==> src/rtl/xor_pkg.sv <==
// Shared state and mode definitions for the streaming XOR frame checksum engine.
package xor_pkg;

  typedef enum logic [1:0] {
    IDLE    = 2'd0,
    STREAM  = 2'd1,
    APPEND  = 2'd2,
    END_CHK = 2'd3
  } state_t;

  localparam logic MODE_GEN   = 1'b0;
  localparam logic MODE_CHECK = 1'b1;

endpackage

==> src/rtl/xor_out_reg.sv <==
// Single-entry output register with valid/ready hold; accepts a new word
// whenever empty or when the held word is leaving in the same cycle.
module xor_out_reg #(
  parameter int DW = 9
) (
  input  logic          clk,
  input  logic          rst_n,
  input  logic          in_valid,
  output logic          in_ready,
  input  logic [DW-1:0] in_data,
  output logic          out_valid,
  input  logic          out_ready,
  output logic [DW-1:0] out_data
);

  logic          vld_p0;
  logic [DW-1:0] data_p0;

  assign in_ready = !vld_p0 || out_ready;

  // Stage p0: the only register between the input and the sink.
  always_ff @(posedge clk or negedge rst_n) begin
    if (!rst_n) begin
      vld_p0  <= 1'b0;
      data_p0 <= '0;
    end else if (in_valid && in_ready) begin
      vld_p0  <= 1'b1;
      data_p0 <= in_data;
    end else if (out_ready) begin
      vld_p0  <= 1'b0;
    end
  end

  assign out_valid = vld_p0;
  assign out_data  = data_p0;

endmodule

==> src/rtl/xor_frame_cksum.sv <==
// Streaming XOR checksum engine: GEN appends the frame XOR as a trailing word,
// CHECK verifies the frame (check word included) XORs to zero.
module xor_frame_cksum
  import xor_pkg::*;
#(
  parameter int WIDTH   = 8,
  parameter int MAX_LEN = 16,
  parameter int LEN_W   = $clog2(MAX_LEN + 1)
) (
  input  logic             clk,
  input  logic             rst_n,
  input  logic             mode,
  input  logic             s_valid,
  output logic             s_ready,
  input  logic [WIDTH-1:0] s_data,
  input  logic             s_last,
  output logic             m_valid,
  input  logic             m_ready,
  output logic [WIDTH-1:0] m_data,
  output logic             m_last,
  output logic             done,
  output logic             err,
  output logic [LEN_W-1:0] frame_len
);

  state_t           state;
  logic             frame_mode;
  logic [WIDTH-1:0] acc;
  logic [LEN_W-1:0] count;
  logic             ovf;
  logic             cks_loaded;
  logic             out_ready;
  logic             load_vld;
  logic [WIDTH:0]   load_word;
  logic [WIDTH:0]   out_word;
  logic             in_fire;
  logic             m_fire;
  logic             start;
  logic             cur_mode;

  assign s_ready  = (state != APPEND) && out_ready;
  assign in_fire  = s_valid && s_ready;
  assign m_fire   = m_valid && m_ready;
  // END_CHK can open the next frame on the same cycle its last word leaves.
  assign start    = in_fire && (state == IDLE || state == END_CHK);
  assign cur_mode = start ? mode : frame_mode;

  always_comb begin
    load_vld  = in_fire;
    load_word = {(cur_mode == MODE_CHECK) && s_last, s_data};
    if (state == APPEND && !cks_loaded) begin
      load_vld  = out_ready;
      load_word = {1'b1, acc};
    end
  end

  xor_out_reg #(
    .DW(WIDTH + 1)
  ) u_out_reg (
    .clk      (clk),
    .rst_n    (rst_n),
    .in_valid (load_vld),
    .in_ready (out_ready),
    .in_data  (load_word),
    .out_valid(m_valid),
    .out_ready(m_ready),
    .out_data (out_word)
  );

  assign m_last = out_word[WIDTH];
  assign m_data = out_word[WIDTH-1:0];

  always_ff @(posedge clk or negedge rst_n) begin
    if (!rst_n) begin
      state      <= IDLE;
      frame_mode <= MODE_GEN;
      acc        <= '0;
      count      <= '0;
      ovf        <= 1'b0;
      cks_loaded <= 1'b0;
      done       <= 1'b0;
      err        <= 1'b0;
      frame_len  <= '0;
    end else begin
      done <= 1'b0;
      err  <= 1'b0;

      if (state == END_CHK && m_fire) begin
        done      <= 1'b1;
        err       <= ovf || (acc != '0);
        frame_len <= count;
        state     <= IDLE;
      end

      // APPEND waits for the register to free, then for the checksum to leave.
      if (state == APPEND) begin
        if (!cks_loaded) begin
          cks_loaded <= out_ready;
        end else if (m_fire) begin
          done       <= 1'b1;
          err        <= ovf;
          frame_len  <= count;
          cks_loaded <= 1'b0;
          state      <= IDLE;
        end
      end

      if (start) begin
        frame_mode <= mode;
        acc        <= s_data;
        count      <= LEN_W'(1);
        ovf        <= 1'b0;
        if (s_last) state <= (mode == MODE_GEN) ? APPEND : END_CHK;
        else        state <= STREAM;
      end else if (state == STREAM && in_fire) begin
        acc <= acc ^ s_data;
        if (count == LEN_W'(MAX_LEN)) ovf   <= 1'b1;
        else                          count <= count + LEN_W'(1);
        if (s_last) state <= (frame_mode == MODE_GEN) ? APPEND : END_CHK;
      end
    end
  end

endmodule
==> config.mk <==
export PLATFORM = sky130hd
export DESIGN_NAME = xor_frame_cksum
export DESIGN_NICKNAME = d
export VERILOG_FILES = /design/src/rtl/xor_pkg.sv /design/src/rtl/xor_out_reg.sv /design/src/rtl/xor_frame_cksum.sv
export SDC_FILE = /design/constraint.sdc
export NUM_CORES = 1
export LEC_CHECK = 0
export BUFFER_PORTS_ARGS = -buffer_cell sky130_fd_sc_hd__buf_2
export CORE_UTILIZATION = 52
export CTS_BUF_LIST = sky130_fd_sc_hd__clkbuf_8 sky130_fd_sc_hd__clkbuf_16
export DETAILED_ROUTE_END_ITERATION = 8
export GPL_TIMING_DRIVEN = 0
export PLACE_DENSITY = 0.76
export SYNTH_ARGS = -nofsm -noshare
export SYNTH_HDL_FRONTEND = slang
export SYNTH_SLANG_ARGS = --single-unit
export TNS_END_PERCENT = 10
==> constraint.sdc <==
create_clock -name clk -period 2.4 [get_ports clk]
set_input_delay 0.24 -clock clk [delete_from_list [all_inputs] [get_ports clk]]
set_output_delay 0.24 -clock clk [all_outputs]
set_load 0.01 [all_outputs]
==> run summary <==
Once routing completed, OpenROAD measured the worst setup slack at 0.392 ns. In the routed design, unresolved DRC markers number 0. Counting the buffers created by CTS gives 5. The final number of max-transition violations was 0; the overall power of the completed layout was 2.44 mW. For the relative slew slack, the log shows 48.8%. The logs give 0.28 ns for the clock latency reported for the late side of the worst-skew pair and 20 for the row count. The die covers 3510 um2. Most frequent standard cell in the layout excluding fill and tap cells: sky130_fd_sc_hd__dfrtp_1. Of the available clock period, the critical path in the final layout requires 83.7%.

The count of routing violations after the opening detailed-route iteration is 57, and the fraction of final layout cells sized beyond drive strength 1 is 26.2%. In the layout the commonest cells are 35 x sky130_fd_sc_hd__dfrtp_1, 34 x sky130_fd_sc_hd__buf_2, 33 x sky130_fd_sc_hd__nand2_1. After detailed placement, the total cell area comes to 1910 um2. Once detail routing completed, the nets flagged for antenna violations numbered 0.

After detailed routing, the number of vias per cell comes to 5.26. The clock net in this run drives a total of 35 sinks. Setup violations remaining at the end of the flow were counted as 0.

Dividing the detail-routed wire length by the instance count gives 13.4 um. The tools report the root buffer cell as sky130_fd_sc_hd__clkbuf_8. The number of storage elements in the synthesis netlist was 35; the maximum fanout along the worst path was 9. For the pin with the worst max-slew slack, the measured transition is 0.768 ns. The clock arrives with 0.00679 ns of skew.

After layout, the minimum clock period comes to 2.01 ns. The run gives 0 as the count of inserted antenna diode cells. The tools report the count of different cell masters after synthesis as 39. The type of the setup path with the least slack is reg -> reg. The most used flip-flop cell after synthesis was sky130_fd_sc_hd__dfrtp_1. The worst register-to-register path has a depth of 6. Measured along the y axis, the die boundary spans 59.2 um.

The number of port buffers is 31. The run gives 0.877 as the routability congestion estimate. The slowest stage of the critical path belongs to the cell sky130_fd_sc_hd__nor3_2. For this run, the post-layout net count is 220. The analysis attributes to cell leakage a power of 1.04 nW. Data on the critical path arrives at its endpoint at 2.18 ns. The synthesized design contains 0 enable-type register cells.

For the count of buffers added by post-CTS timing repair for setup, the log shows 0. The logs give 2010 um2 for the summed area of non-filler cells in the final layout and 762 um2 for the area of combinational cells with multiple inputs. No sink is reached through more buffers than the 2 on the longest clock path.

The synthesized instance count is 163. In this design, the stage delay of the slowest critical-path cell is 0.57 ns. The x dimension of the die came out at 59.2 um. During I/O placement, the number of pins put on the boundary was 32. For this run, the total global-route usage over all layers was measured as 20.6%.

In this run the cell area of the synthesized design comes to 1700 um2. The setup slack at placement was 0.425 ns. The number of optimization iterations in the first detailed-route pass was 4. The logs give 0.539 mV for the highest ir drop seen on vdd and 3300 um for the wire length reported by the detailed router. Class of the most critical hold timing path: in -> async.

Traced cell by cell, the critical path runs through inv_1, ha_1, nand2b_4, nor3_2, nand2_1, xor2_1. The pin count of the biggest net entering global routing is 36, and the layout overhead on the synthesized area is 18.2%. The count of H-tree levels built during CTS is 2. The tools report the number of maximum-capacitance violations as 0.

For this design, the CTS-stage hold fixing added 0 buffers. Setup repair after global routing left no endpoint under its margin. Async set or reset register ratio after synthesis: 100%. Register-to-register path setup slack: 0.39 ns. The sequential area share after synthesis is 51.5%, and the routed via count is 1,295. The net count after synthesis was 182.

Setup total negative slack: 0 ns. During synthesis, Yosys emitted a total of 0 warnings. In this run the critical register-to-register path is launched from state[0]. The HPWL after detailed placement is 2350 um.

Type of origin of the critical path: a flip-flop. In this run the power density over the cells is 1210 nW/um2. Global-route congestion overflow total: 0. The run gives 876 um2 as the area occupied by registers. Endpoint of the lowest-slack register-to-register path: acc[0]. The initial utilization of the core area, before any placement, comes to 55.3%. The filler cell count in the final layout came out at 249.

STA puts the critical path data required time at 2.57 ns. The via count of the first global-routing pass was 1,154. On the final layout, the worst hold slack is 0.0287 ns.

The worst setup path is captured at a flip-flop. The count of cells resized by post-cts repair was 0. The floorplan core area was 3080 um2. Based on the critical path, the design can be clocked at up to 498 MHz.

The flow ran to the end, and the final reports show no timing, DRC or antenna violations. Clock-pin slew was measured on the worst setup and hold paths at 0.07 ns. The global-route wire length before repair was 5220 um; the count of final hold-check violations was 0. The tools report the number of antenna violations at the first check in global routing as 0. Synthesized area per cell: 10.4 um2. TritonCTS built the clock tree.
[where the power goes]
| part | leakage (nW) | switching, mW | internal (mW) | total (mW) |
|---|---|---|---|---|
| clock network | 0.0557 | 0.198 | 0.257 | 0.455 |
| registers | 0.443 | 0.161 | 0.828 | 0.989 |
| logic | 0.542 | 0.554 | 0.442 | 0.996 |
[worst max-delay path by stage]
stage | start | to | slack (ns) | cells past startpoint
after floorplan | state[0] | count[2] | 0.65 | 6
after global placement | state[0] | frame_len[3] | 0.44 | 6
after detailed placement | state[0] | frame_len[2] | 0.43 | 6
after CTS | state[0] | frame_len[2] | 0.42 | 6
after global routing | state[0] | acc[3] | 0.25 | 6
final | state[0] | acc[0] | 0.39 | 6
[cells by family after synthesis]
family / Yosys count / synth area share [%]
flops: 35 / 51.5
compound gates: 23 / 8.16
fa+ha+maj: 5 / 3.68
simple gates: 65 / 19.3
mux: 13 / 7.94
buf+inv: 11 / 3.75
xor+xnor: 11 / 5.66
[final cells by class]
| type | count | area share (%) |
|---|---|---|
| flip-flops and latches | 35 | 43.5 |
| well taps | 44 | 2.74 |
| clock inverters | 1 | 0.187 |
| plain buffers | 6 | 2.24 |
| inverters | 5 | 0.933 |
| clock buffers | 7 | 4.79 |
| multi-input cells | 117 | 37.9 |
| repair buffers | 31 | 7.71 |
[registers in the layout, summed over array words and instances (netlist names)]
| name | flops |
|---|---|
| acc | 8 |
| cks_loaded | 1 |
| count | 5 |
| done | 1 |
| err | 1 |
| frame_len | 5 |
| frame_mode | 1 |
| ovf | 1 |
| state | 2 |
| u_out_reg.out_data | 9 |
| u_out_reg.out_valid | 1 |
[cell usage after synthesis (all sizes together) (4+ instances only)]
cell type / number / area [um2]
xor2: 8 / 70.1
nor2: 9 / 33.8
nor3: 6 / 35.0
mux2: 4 / 45.0
inv: 5 / 18.8
dfrtp: 35 / 876
buf: 6 / 45.0
ha: 5 / 62.6
o21ai: 11 / 55.1
nand2: 33 / 124
a21oi: 4 / 20.0
mux2i: 9 / 90.1
[critical path: cells and delay by family, from the launching register on]
kind | cells | cell delay, ns
simple gates | 3 | 0.94
flops | 1 | 0.41
fa+ha+maj | 1 | 0.29
xor+xnor | 1 | 0.19
buf+inv | 1 | 0.06
[per-stage QoR]
step                      cells  utilization, %
after CTS                   246            65.4
after global routing        246            65.4
after detailed placement    238            62.1
after floorplan             163               -
final                       246            65.4
after global placement      238            62.1
[per-layer routing]
metal  share of wire [%]  routed length (um)  GRT usage (%)
met5                   0                   0              0
met4                0.51                  17           8.16
met3                 5.4                 177           6.77
met2                  48                1600           33.4
met1                  46                1510           25.4
Power figures use the tool's default switching activity.
